### src/rtl/ex_mem_skid_reg.sv
// EX->MEM pipeline register with a two-entry skid buffer, elastic valid/ready on both sides and flush.
// Optional back-pressure counter on stallCnt when PERF_CNT_EN is defined; otherwise stallCnt is tied to 0.
module ex_mem_skid_reg #(
  parameter int DATA_W      = 32,
  parameter int INS_ADDRESS = 9
) (
  input  logic                   clk,
  input  logic                   rst,
  input  logic                   in_valid,
  output logic                   in_ready,
  input  logic                   flush,
  input  logic [DATA_W-1:0]      aluResultIn,
  input  logic [DATA_W-1:0]      regData2In,
  input  logic [4:0]             regDstIn,
  input  logic [2:0]             funct3In,
  input  logic [INS_ADDRESS-1:0] PCin,
  input  logic                   MemWrtEnIn,
  input  logic                   MemRdEnIn,
  input  logic                   RegWrtEnIn,
  input  logic [2:0]             RegWrtSrcIn,
  output logic                   out_valid,
  input  logic                   out_ready,
  output logic [DATA_W-1:0]      aluResultOut,
  output logic [DATA_W-1:0]      regData2Out,
  output logic [4:0]             regDstOut,
  output logic [2:0]             funct3Out,
  output logic [INS_ADDRESS-1:0] PCout,
  output logic                   MemWrtEnOut,
  output logic                   MemRdEnOut,
  output logic                   RegWrtEnOut,
  output logic [2:0]             RegWrtSrcOut,
  output logic [15:0]            stallCnt
);

  typedef struct packed {
    logic [DATA_W-1:0]      alu_result;
    logic [DATA_W-1:0]      reg_data2;
    logic [4:0]             reg_dst;
    logic [2:0]             funct3;
    logic [INS_ADDRESS-1:0] pc;
    logic                   mem_wrt_en;
    logic                   mem_rd_en;
    logic                   reg_wrt_en;
    logic [2:0]             reg_wrt_src;
  } bundle_t;

  typedef enum logic [1:0] {EMPTY, ONE, FULL} state_t;

  state_t  state_q, state_d;
  bundle_t main_q, main_d;
  bundle_t skid_q, skid_d;
  bundle_t in_bundle;
  logic    in_xfer, out_xfer;

  assign in_bundle = '{alu_result: aluResultIn, reg_data2: regData2In, reg_dst: regDstIn,
                       funct3: funct3In, pc: PCin, mem_wrt_en: MemWrtEnIn,
                       mem_rd_en: MemRdEnIn, reg_wrt_en: RegWrtEnIn,
                       reg_wrt_src: RegWrtSrcIn};

  // Both handshake outputs come straight from the state flop, so neither side sees a comb path.
  assign in_ready  = (state_q != FULL);
  assign out_valid = (state_q != EMPTY);
  assign in_xfer   = in_valid & in_ready;
  assign out_xfer  = out_valid & out_ready;

  // NOTE: every signal gets a default first so no path through this block can infer a latch.
  always_comb begin
    state_d = state_q;
    main_d  = main_q;
    skid_d  = skid_q;
    unique case (state_q)
      EMPTY: if (in_xfer) begin
        main_d  = in_bundle;
        state_d = ONE;
      end
      ONE: begin
        if (in_xfer && out_xfer) begin
          main_d = in_bundle;
        end else if (out_xfer) begin
          state_d = EMPTY;
        end else if (in_xfer) begin
          skid_d  = in_bundle;
          state_d = FULL;
        end
      end
      FULL: if (out_xfer) begin
        main_d  = skid_q;
        state_d = ONE;
      end
      default: state_d = EMPTY;
    endcase
    // Flush discards whatever arrives this cycle; main keeps its last payload so outputs stay quiet.
    if (flush) begin
      state_d = EMPTY;
      main_d  = main_q;
      skid_d  = skid_q;
    end
  end

  // NOTE: the payload registers are reset too, because the data outputs must read 0 out of reset.
  always_ff @(posedge clk or posedge rst) begin
    if (rst) begin
      state_q <= EMPTY;
      main_q  <= '0;
      skid_q  <= '0;
    end else begin
      // NOTE: non-blocking assignments so every flop samples the pre-edge values.
      state_q <= state_d;
      main_q  <= main_d;
      skid_q  <= skid_d;
    end
  end

  assign aluResultOut = main_q.alu_result;
  assign regData2Out  = main_q.reg_data2;
  assign regDstOut    = main_q.reg_dst;
  assign funct3Out    = main_q.funct3;
  assign PCout        = main_q.pc;
  assign RegWrtSrcOut = main_q.reg_wrt_src;
  assign MemWrtEnOut  = main_q.mem_wrt_en & out_valid;
  assign MemRdEnOut   = main_q.mem_rd_en  & out_valid;
  assign RegWrtEnOut  = main_q.reg_wrt_en & out_valid;

`ifdef PERF_CNT_EN
  logic [15:0] stall_cnt_q, stall_cnt_d;

  always_comb begin
    stall_cnt_d = stall_cnt_q;
    if (out_valid && !out_ready && !flush && stall_cnt_q != 16'hFFFF)
      stall_cnt_d = stall_cnt_q + 16'd1;
  end

  always_ff @(posedge clk or posedge rst) begin
    if (rst) stall_cnt_q <= '0;
    else     stall_cnt_q <= stall_cnt_d;
  end

  assign stallCnt = stall_cnt_q;
`else
  assign stallCnt = 16'h0;
`endif

endmodule

### config.mk
export PLATFORM = sky130hd
export DESIGN_NAME = ex_mem_skid_reg
export DESIGN_NICKNAME = d
export VERILOG_FILES = /design/src/rtl/ex_mem_skid_reg.sv
export SDC_FILE = /design/constraint.sdc
export NUM_CORES = 1
export LEC_CHECK = 0
export CORE_UTILIZATION = 50
export DETAILED_ROUTE_END_ITERATION = 10
export PLACE_DENSITY = 0.8
export SLEW_MARGIN = 40
export SYNTH_ARGS = -nofsm -noshare
export SYNTH_HDL_FRONTEND = slang
export SYNTH_SLANG_ARGS = --single-unit
### constraint.sdc
create_clock -name clk -period 6.75 [get_ports clk]
set_input_delay 0.675 -clock clk [delete_from_list [all_inputs] [get_ports clk]]
set_output_delay 0.675 -clock clk [all_outputs]
set_load 0.005 [all_outputs]
==> impl_metrics.tcl <==
set metrics [dict create \
    grt_max_degree 111 \
    drt-total-wl_um 15600 \
    synth.area.top_cells "dfrtp_1 52%, mux2_2 35%, buf_4 9.0%" \
    overflow 0 \
    viasPerCell 5.12 \
    finish.net_count 770 \
    gr-usage-all-layers_pct 19.3 \
    whs_ns 0.504 \
    setup_viol 0 \
    synth_common_cells "261 x mux2_2, 176 x dfrtp_1, 101 x buf_4" \
    clkSinkCount 176 \
    vias 4662 \
    root_buffer "clkbuf_16" \
    outcome "complete, no violations" \
    yosysMostFrequentCell "mux2_2" \
    path_cells "nor2b_4 -> inv_4 -> clkdlybuf4s50_1" \
    cts_buffers 17 \
    ir_drop_mv 0.165 \
    synth_seq_cells 176 \
    ys_seq_area_share_pct 52.4 \
    grt_pass1_wl_um 26200 \
    drc_errors 0 \
    die-area_mm2 0.0173 \
    start_util_pct 51.0 \
    clk_latency_ns 0.42 \
    slowest_delay_ns 0.65 \
    diodes 0 \
    drt_iter0_markers 159 \
    drive_gt1_share_pct 43.6 \
    syn2layout_area_growth_pct 22.5 \
    routabilityCongestion 0.742 \
    rsz0062_at_grt "false" \
    crit_family "buffers and inverters" \
    cts_tree "done" \
    synth.avg_cell_area_um2 14.3 \
    synth_ff_type "dfrtp_1" \
    cp_slowest_cell "clkdlybuf4s50_1" \
    yosys_warnings 0 \
    dp_hpwl_um 10400 \
    pin_count 197 \
    slew_viol_final 0 \
    netlist_instances 587 \
    p_leak_nw 4.32 \
    pre_cts_ws_ns 3.60 \
    postCtsHoldBufs 0 \
    antenna_left 0 \
    synth_top_area_share_pct 52.4 \
    worst_clock_skew_ns 0.00861 \
    drt_pass1_iterations 4 \
    setup_ws_ns 3.90 \
    core_mm2 0.0165 \
    grt_pass1_vias 5035 \
    cts_buffer_depth 2 \
    die_w_um 132 \
    hold_viol 0 \
    synth_edf_count 0 \
    finalCritPeriodShare_pct 42.2 \
    cts_resized 0 \
    cp_max_fo 43 \
    wl_per_cell_um 17.1 \
    worstSetupStartpointType "flip-flop" \
    setup_tns_ns 0 \
    clkTransAtPathRegs_ns 0.06 \
    pwr_density_cell_mw_per_mm2 301 \
    ys_types 19 \
    post_cts_buffers 0 \
    numPortBuffers 180 \
    antenna_found_initial 0 \
    min_period_ns 2.85 \
    cap_violations 0 \
    worst_slew_margin_rel_pct 54.3 \
    worstSetupPathType "flip-flop to output pin" \
    rows 47 \
    crit_path_end_kind "output pin" \
    async_flop_share_pct 100 \
    crit_arrival_ns 2.17 \
    worstHoldPathType "flip-flop to flip-flop" \
    fp.dieH_um 132 \
    tightest_slew_ns 0.686 \
    crit_required_ns 6.07 \
    max_freq_ghz 0.351 \
    cp_num_buf_inv 2 \
    p_total_w 0.00310 \
    yosys.area.top_type "dfrtp_1" \
    cts_max_level 4 \
    netlist_area_mm2 0.00840 \
]
==> cells in the final DEF (no fill, tap or decap), types with 2 or more instances in the layout <==
cell | synthesis | final
conb_1 | 1 | 16
buf_4 | 101 | 4
clkbuf_1 | 0 | 3
a21oi_1 | 2 | 2
dfrtp_1 | 176 | 176
clkinv_2 | 0 | 3
clkbuf_16 | 0 | 17
bufinv_16 | 0 | 3
mux2_2 | 261 | 261
nor2_1 | 3 | 3
nor2b_1 | 5 | 4
clkinv_4 | 0 | 2
clkbuf_8 | 0 | 2
clkdlybuf4s50_1 | 0 | 180
==> final cells by class <==
class / instances / area [um^2]
tap: 220 / 275
fill: 1231 / 6170
clock inverter: 9 / 131
sequential: 176 / 4400
inverter: 3 / 26.3
clock buffer: 22 / 464
multi-input combinational: 295 / 3150
timing repair buffer: 185 / 1840
==> power by group <==
part | switching, W | internal, W
clock network | 0.000390 | 0.000601
registers | 0.000133 | 0.00131
logic | 0.000200 | 0.000460
==> per-stage QoR <==
stage                     cell area (um^2)  utilization [%]  cells
after floorplan                       8450                -    602
after global placement                9680             58.8    879
after detailed placement              9690             58.8    879
after CTS                            10300             62.4    910
after global routing                 10300             62.5    910
final                                10300             62.5    910
==> worst register-to-register path, stage by stage (launching register included) <==
cell,delay [ns]
dfrtp_1,0.45
nor2b_1,0.29
nand3_4,0.52
buf_4,0.58
mux2_2,0.39
==> kinds of logic after synthesis <==
family / after synthesis / synth area share, %
AO/OA/AOI/OAI: 4 / 0.492
multiplexers: 262 / 35.1
flip-flops: 176 / 52.4
buffers and inverters: 131 / 11.0
AND/OR/NAND/NOR: 13 / 0.909
other: 1 / 0.0447
==> flip-flops by register name, summed over array words and instances, names as in the netlist <==
| name | count |
|---|---|
| aluResultOut | 32 |
| main_q | 3 |
| regDstOut | 5 |
| RegWrtSrcOut | 3 |
| funct3Out | 3 |
| regData2Out | 32 |
| state_q | 2 |
| skid_q | 87 |
| PCout | 9 |
==> per-layer routing <==
metal  wire length, um  global-route usage [%]  share of wire [%]  vias to the layer above
met5                 0                       0                  0                        -
met4               208                    6.78                1.3                        0
met3              1090                    5.52                7.0                       18
met2              7440                    30.3                 48                      149
met1              6810                    25.4                 44                     2375
li1                  -                       -                  -                     2120
==> path summary, 6_finish.rpt <==
path | from | slack [ns] | cells past startpoint | endpoint
max in group asynchronous | rst | 5.04 | 3 | skid_q[79]
min | skid_q[84] | 0.50 | 1 | skid_q[84]
min in group asynchronous | rst | 0.72 | 2 | regData2Out[26]
max reg2reg | state_q[1] | 4.39 | 4 | skid_q[9]
min reg2reg | skid_q[84] | 0.50 | 1 | skid_q[84]
max | state_q[0] | 3.90 | 3 | in_ready
No activity file was read; power rests on OpenSTA's default activity.
